File: src/rtl/cordic_mac_scheduler_pkg.sv
// Purpose : shared types and constants for the CORDIC MAC scheduler and its engine.
// Latency : n/a (declarations only).
// Backpressure: n/a.
package cordic_mac_scheduler_pkg;

  // Scheduler state encoding; the values are shared with debug tooling, so keep them fixed.
  typedef enum logic [1:0] {
    ST_IDLE  = 2'b00,
    ST_ISSUE = 2'b01,
    ST_WAIT  = 2'b10,
    ST_RESP  = 2'b11
  } sched_state_t;

  // Fixed-point operand format shared with the CORDIC MAC engine (signed Q7.8).
  localparam int CORDIC_DATA_W = 16;
  localparam int CORDIC_FRAC_W = 8;
  localparam int CORDIC_INT_W  = CORDIC_DATA_W - CORDIC_FRAC_W;

  // The engine runs one micro-rotation per cycle; the margin covers its
  // operand/result pipeline plus slack, so a healthy engine never times out.
  localparam int CORDIC_ITERS   = 16;
  localparam int TIMEOUT_MARGIN = 24;
  localparam int SCHED_TIMEOUT  = CORDIC_ITERS + TIMEOUT_MARGIN;

endpackage

File: src/rtl/cordic_mac_scheduler_rr.sv
// Purpose : round-robin pick of the first set request at or after rr_ptr (with wrap).
// Latency : purely combinational.
// Backpressure: none; the caller decides when the pick is consumed.
// Ports   : req - request levels; rr_ptr - highest-priority lane;
//           onehot - one-hot winner (0 when no request); idx - winner index.
module rr_arbiter #(
  parameter int NUM_REQ = 4,
  parameter int ID_W    = $clog2(NUM_REQ)
) (
  input  logic [NUM_REQ-1:0] req,
  input  logic [ID_W-1:0]    rr_ptr,
  output logic [NUM_REQ-1:0] onehot,
  output logic [ID_W-1:0]    idx
);

  logic [ID_W:0]   pos;
  logic [ID_W-1:0] lane;
  logic            found;

  always_comb begin
    onehot = '0;
    idx    = '0;
    found  = 1'b0;
    pos    = '0;
    lane   = '0;
    for (int i = 0; i < NUM_REQ; i++) begin
      // rr_ptr < NUM_REQ and i < NUM_REQ, so one conditional subtract is a full modulo.
      pos = {1'b0, rr_ptr} + (ID_W+1)'(i);
      if (pos >= (ID_W+1)'(NUM_REQ)) begin
        pos = pos - (ID_W+1)'(NUM_REQ);
      end
      lane = pos[ID_W-1:0];
      if (!found && req[lane]) begin
        found        = 1'b1;
        onehot[lane] = 1'b1;
        idx          = lane;
      end
    end
  end

endmodule

File: src/rtl/cordic_mac_scheduler.sv
// Purpose : shares one iterative CORDIC MAC engine among NUM_REQ lanes, round-robin, result tagged with lane id.
// Latency : req at E0 -> gnt after E0, eng_start after E1; eng_done at En -> rsp_valid after En; next grant at En+2.
// Backpressure: one operation in flight; lanes hold req/operands until gnt; engine hang aborted after TIMEOUT cycles.
// Ports   : req/req_x/req_w/req_acc - lane requests and packed operands (lane k at [k*DATA_W +: DATA_W]);
//           gnt - one-hot grant pulse; eng_* - engine handshake and latched operands;
//           rsp_* - tagged result pulse (rsp_err marks a timeout); busy - not IDLE; flush - synchronous abort.
module cordic_mac_scheduler
  import cordic_mac_scheduler_pkg::*;
#(
  parameter int NUM_REQ = 4,
  parameter int DATA_W  = CORDIC_DATA_W,
  parameter int ID_W    = $clog2(NUM_REQ),
  parameter int TIMEOUT = SCHED_TIMEOUT
) (
  input  logic                      clk,
  input  logic                      rst_n,
  input  logic                      flush,
  input  logic [NUM_REQ-1:0]        req,
  input  logic [NUM_REQ*DATA_W-1:0] req_x,
  input  logic [NUM_REQ*DATA_W-1:0] req_w,
  input  logic [NUM_REQ*DATA_W-1:0] req_acc,
  output logic [NUM_REQ-1:0]        gnt,
  output logic                      eng_start,
  output logic [DATA_W-1:0]         eng_x,
  output logic [DATA_W-1:0]         eng_z,
  output logic [DATA_W-1:0]         eng_y0,
  input  logic                      eng_done,
  input  logic [DATA_W-1:0]         eng_y,
  output logic                      rsp_valid,
  output logic [ID_W-1:0]           rsp_id,
  output logic [DATA_W-1:0]         rsp_data,
  output logic                      rsp_err,
  output logic                      busy
);

  // One extra bit so the timer can reach TIMEOUT on the exit cycle without wrapping.
  localparam int               TMR_W    = $clog2(TIMEOUT) + 1;
  localparam logic [TMR_W-1:0] TMR_LAST = TMR_W'(TIMEOUT - 1);

  sched_state_t       state_q, state_d;
  logic [ID_W-1:0]    rr_ptr_q, rr_ptr_d;
  logic [ID_W-1:0]    win_q, win_d;
  logic [TMR_W-1:0]   timer_q, timer_d;

  logic [NUM_REQ-1:0] gnt_d;
  logic               eng_start_d;
  logic [DATA_W-1:0]  eng_x_d, eng_z_d, eng_y0_d;
  logic               rsp_valid_d;
  logic [ID_W-1:0]    rsp_id_d;
  logic [DATA_W-1:0]  rsp_data_d;
  logic               rsp_err_d;

  logic [NUM_REQ-1:0] arb_onehot;
  logic [ID_W-1:0]    arb_idx;

  rr_arbiter #(
    .NUM_REQ (NUM_REQ),
    .ID_W    (ID_W)
  ) u_rr_arbiter (
    .req    (req),
    .rr_ptr (rr_ptr_q),
    .onehot (arb_onehot),
    .idx    (arb_idx)
  );

  always_comb begin
    state_d     = state_q;
    rr_ptr_d    = rr_ptr_q;
    win_d       = win_q;
    timer_d     = timer_q;
    gnt_d       = '0;
    eng_start_d = 1'b0;
    rsp_valid_d = 1'b0;
    rsp_err_d   = 1'b0;
    eng_x_d     = eng_x;
    eng_z_d     = eng_z;
    eng_y0_d    = eng_y0;
    rsp_id_d    = rsp_id;
    rsp_data_d  = rsp_data;

    if (flush) begin
      // Abort wherever we are; rr_ptr and latched operands are deliberately kept.
      state_d = ST_IDLE;
      timer_d = '0;
    end else begin
      case (state_q)
        ST_IDLE: begin
          if (|req) begin
            gnt_d    = arb_onehot;
            eng_x_d  = req_x[arb_idx*DATA_W +: DATA_W];
            eng_z_d  = req_w[arb_idx*DATA_W +: DATA_W];
            eng_y0_d = req_acc[arb_idx*DATA_W +: DATA_W];
            win_d    = arb_idx;
            state_d  = ST_ISSUE;
          end
        end
        ST_ISSUE: begin
          eng_start_d = 1'b1;
          timer_d     = '0;
          state_d     = ST_WAIT;
        end
        ST_WAIT: begin
          timer_d = timer_q + 1'b1;
          // eng_done is checked first so a completion on the last allowed cycle still counts.
          if (eng_done) begin
            rsp_valid_d = 1'b1;
            rsp_id_d    = win_q;
            rsp_data_d  = eng_y;
            state_d     = ST_RESP;
          end else if (timer_q == TMR_LAST) begin
            rsp_valid_d = 1'b1;
            rsp_id_d    = win_q;
            rsp_data_d  = '0;
            rsp_err_d   = 1'b1;
            state_d     = ST_RESP;
          end
        end
        ST_RESP: begin
          rr_ptr_d = (win_q == ID_W'(NUM_REQ - 1)) ? '0 : win_q + 1'b1;
          state_d  = ST_IDLE;
        end
        default: state_d = ST_IDLE;
      endcase
    end
  end

  always_ff @(posedge clk or negedge rst_n) begin
    if (!rst_n) begin
      state_q   <= ST_IDLE;
      rr_ptr_q  <= '0;
      win_q     <= '0;
      timer_q   <= '0;
      gnt       <= '0;
      eng_start <= 1'b0;
      eng_x     <= '0;
      eng_z     <= '0;
      eng_y0    <= '0;
      rsp_valid <= 1'b0;
      rsp_id    <= '0;
      rsp_data  <= '0;
      rsp_err   <= 1'b0;
      busy      <= 1'b0;
    end else begin
      state_q   <= state_d;
      rr_ptr_q  <= rr_ptr_d;
      win_q     <= win_d;
      timer_q   <= timer_d;
      gnt       <= gnt_d;
      eng_start <= eng_start_d;
      eng_x     <= eng_x_d;
      eng_z     <= eng_z_d;
      eng_y0    <= eng_y0_d;
      rsp_valid <= rsp_valid_d;
      rsp_id    <= rsp_id_d;
      rsp_data  <= rsp_data_d;
      rsp_err   <= rsp_err_d;
      // Registered from the next state so busy lines up with the state register.
      busy      <= (state_d != ST_IDLE);
    end
  end

endmodule

File: config.mk
export PLATFORM = sky130hd
export DESIGN_NAME = cordic_mac_scheduler
export DESIGN_NICKNAME = d
export VERILOG_FILES = /design/src/rtl/cordic_mac_scheduler_pkg.sv /design/src/rtl/cordic_mac_scheduler_rr.sv /design/src/rtl/cordic_mac_scheduler.sv
export SDC_FILE = /design/constraint.sdc
export NUM_CORES = 1
export LEC_CHECK = 0
export CAP_MARGIN = 20
export CORE_UTILIZATION = 40
export DETAILED_ROUTE_END_ITERATION = 6
export PLACE_DENSITY_LB_ADDON = 0.12
export REMOVE_ABC_BUFFERS = 1
export SYNTH_ARGS = -nofsm -noshare
export SYNTH_HDL_FRONTEND = slang
export SYNTH_SLANG_ARGS = --single-unit
File: constraint.sdc
create_clock -name clk -period 5.14 [get_ports clk]
set_input_delay 1.028 -clock clk [delete_from_list [all_inputs] [get_ports clk]]
set_output_delay 1.028 -clock clk [all_outputs]
set_load 0.05 [all_outputs]
==> impl_metrics.py <==
metrics = {
    "global_routing": {
        "grt_overflow_total": 0,
        "grt_pass1_wl_um": 27140,
        "antenna_found_initial": 0,
        "track_usage": 0.2445,
        "use_met2": 0.4256,
        "grt_max_degree": 88,
        "use_met3": 0.06036,
        "grtUsageMet1": 0.2930,
        "grt_most_used_layer": "met2",
        "grt_pass1_vias": 5226,
    },
    "yosys": {
        "synth-edff-count": 0,
        "synth.most_common_cell": "nand2_1",
        "synth_top_flop_cell": "dfrtp_1",
        "synth_top_area_share": 0.3940,
        "ys_seq_area_frac": 0.3940,
        "async_flop_share": 1.000,
        "synth_common_cells": "145 x nand2_1, 87 x dfrtp_1, 52 x mux2i_1",
        "syn-mean-instance-area_um2": 9.973,
        "synth_top_cells_by_area": "dfrtp_1 39%, nand2_1 9.9%, mux2i_1 9.4%, mux2_2 8.8%, o211ai_2 7.0%",
        "synth_cell_type_count": 43,
        "syn_inst": 554,
        "ys_seq_elements": 87,
        "yosysTopAreaCell": "dfrtp_1",
        "syn_area_mm2": 0.005525,
        "yosysWarnings": 0,
    },
    "sta": {
        "holdWs_ns": 0.4749,
        "slew_headroom": 0.4508,
        "fin_crit_ns": 3.880,
        "slew_viol_final": 0,
        "setup_viol": 0,
        "period_share": 0.7549,
        "worstMarginPinSlew_ns": 0.8238,
        "rsz0062_at_grt": "false",
        "finClkSkew_ns": 0.005026,
        "hold_viol_final": 0,
        "fmax_mhz": 257.7,
    },
    "die": {
        "die_w_um": 119.5,
        "start_util": 0.4139,
        "io_pins": 290,
        "row_count": 42,
        "core_mm2": 0.01335,
        "die-area_mm2": 0.01429,
        "fp.dieH_um": 119.5,
    },
    "cts": {
        "root_buffer": "clkbuf_16",
        "numCtsBuffers": 9,
        "clock_sinks": 87,
        "clk_pin_slew_worst_paths_ns": 0.07,
        "clock_latency_ns": 0.34,
        "cts_resized": 0,
        "cts_buffer_depth": 2,
        "htree_levels": 3,
        "cts_setup_buffers": 0,
        "hold_buffers": 0,
        "cts_tree": "done",
    },
    "run_status": {
        "status": "finished, final reports clean",
    },
    "run": {
        "drv_cap": 0,
    },
    "power_and_ir_drop": {
        "intPower_uw": 2728,
        "power_frac_seq": 0.221,
        "switchingPower_uw": 2554,
        "power_leakage_uw": 0.003669,
        "power.share.clock": 0.128,
        "irDropWorstVdd_v": 0.0003525,
        "switching_share": 0.4835,
        "power_density_mw_per_mm2": 600.9,
        "pwr-share-comb": 0.651,
    },
    "critical_path": {
        "end_kind": "flip-flop",
        "r2r_setup_slack_ns": 1.26,
        "worstReg2RegStart": "rr_ptr_q[0]$_DFFE_PN0P_",
        "path_class": "reg2reg",
        "cp_data_required_time_ns": 5.39,
        "crit_arrival_ns": 4.13,
        "path_cells": "inv_1 -> ha_1 -> mux4_2 -> o211ai_2 -> and2_4 -> buf_4 -> mux2_2 -> o211ai_1",
        "path_max_fanout": 38,
        "start_kind": "flip-flop",
        "slowest_stage": "dfrtp_1",
        "critPathMaxStageDelay_ns": 0.74,
        "startpoint": "rr_ptr_q[0]$_DFFE_PN0P_",
    },
    "route": {
        "vias": 5249,
        "initialDrtViolationCount": 315,
        "dr.pass1.iters": 4,
        "wl_per_cell_um": 17.48,
        "drt-vias-per-instance": 5.239,
        "ant_nets": 0,
        "drt_wl_total_um": 17520,
        "drc": 0,
    },
    "placed_design": {
        "dp_hpwl_um": 13130,
        "dpl_cell_area_mm2": 0.008454,
        "port_buffers": 289,
        "place_congestion": 0.8792,
        "dp_cells": 985,
    },
    "worst_hold_path": {
        "min_from": "rsp_id[0]$_DFFE_PN0P_",
        "min_path_type": "reg2reg",
    },
    "finish": {
        "stdcell_area_mm2": 0.008790,
        "stdcell_count": 1002,
        "insertedDiodeCount": 0,
        "drive_gt1_frac": 0.1332,
        "area.growth.synth_to_final_pct": 59.08,
        "fin_nets": 1051,
    },
}
-- critical path: cells and delay by family, from the launching register on --
family / cells / cell delay (ns)
multiplexers: 2 / 0.82
flip-flops: 1 / 0.74
buffers and inverters: 2 / 0.65
AND/OR/NAND/NOR: 1 / 0.62
AO/OA/AOI/OAI: 2 / 0.47
adder cells (fa/ha/maj): 1 / 0.46
-- state kept, by name, summed over array words and instances (netlist names) --
| name | flops |
|---|---|
| state_q | 2 |
| rsp_err | 1 |
| busy | 1 |
| win_q | 2 |
| rsp_valid | 1 |
| timer_q | 7 |
| rsp_data | 16 |
| eng_y0 | 16 |
| eng_start | 1 |
| gnt | 4 |
| eng_z | 16 |
| rsp_id | 2 |
| rr_ptr_q | 2 |
| eng_x | 16 |
-- cell type report --
| cell class | instances | area [um2] |
|---|---|---|
| Clock inverter | 6 | 68.82 |
| Clock buffer | 10 | 239.0 |
| Timing Repair Buffer | 297 | 2995 |
| Multi-Input combinational cell | 413 | 3040 |
| Sequential cell | 87 | 2177 |
| Tap cell | 176 | 220.2 |
| Inverter | 13 | 48.80 |
| Fill cell | 1125 | 4558 |
-- metal layers --
| metal | routed length [um] | share of wire |
|---|---|---|
| met1 | 7028 | 0.40 |
| met2 | 8877 | 0.51 |
| met3 | 1313 | 0.075 |
| met4 | 299 | 0.017 |
| met5 | 0 | 0 |
-- power by group through the flow --
stage | Sequential (uW) | Clock (uW) | Combinational (uW)
CTS | 1170 | 696 | 3460
global route | 1210 | 725 | 3640
detailed placement | 1180 | 0 | 3450
floorplan | 2060 | 0 | 1510
finish | 1170 | 677 | 3440
global placement | 1170 | 0 | 3380
-- kinds of logic (layout without fill, tap and decap cells) --
group	after synthesis	in the layout	share of synthesized area
simple gates	189	189	0.1418
compound gates	111	111	0.1807
mux	98	98	0.1941
flops	87	87	0.3940
buf+inv	54	326	0.05616
fa+ha+maj	14	14	0.03170
xor+xnor	1	1	0.001585
-- path summary, 6_finish.rpt --
kind	to	cells past startpoint
worst max-delay path	eng_z[13]$_DFFE_PN0P_	8
worst min-delay path	rsp_id[0]$_DFFE_PN0P_	2
worst max register to register	eng_z[13]$_DFFE_PN0P_	8
worst min register to register	rsp_id[0]$_DFFE_PN0P_	2
max in group asynchronous	eng_z[10]$_DFFE_PN0P_	2
min in group asynchronous	rsp_data[7]$_DFFE_PN0P_	1
-- layout by cell type (no fill, tap or decap), types with 5 or more instances in the layout --
| cell | synthesis | layout |
|---|---|---|
| a2111oi_0 | 7 | 7 |
| nand2_1 | 145 | 145 |
| nand2b_1 | 5 | 5 |
| a31oi_1 | 8 | 8 |
| mux2i_1 | 52 | 52 |
| mux2_2 | 43 | 43 |
| inv_1 | 13 | 13 |
| ha_1 | 14 | 14 |
| dfrtp_1 | 87 | 87 |
| nor2_1 | 18 | 18 |
| o211ai_2 | 31 | 31 |
| o211ai_1 | 18 | 18 |
| o21ai_0 | 9 | 9 |
| clkbuf_16 | 0 | 9 |
| clkdlybuf4s50_1 | 0 | 288 |
| buf_4 | 6 | 6 |
| a22o_1 | 17 | 17 |
-- metrics by stage --
| step | setup TNS [ns] | setup WS, ns | util | total power [uW] |
|---|---|---|---|---|
| 5_1_grt | 0 | 1.024 | 0.6585 | 5572 |
| 4_1_cts | 0 | 1.277 | 0.6564 | 5326 |
| 2_1_floorplan | -10.59 | -0.2454 | - | 3563 |
| 3_5_place_dp | 0 | 0.9542 | 0.6334 | 4630 |
| 3_3_place_gp | 0 | 1.046 | 0.6334 | 4556 |
| 6_report | 0 | 1.260 | 0.6585 | 5282 |
Power figures use the tool's default switching activity.
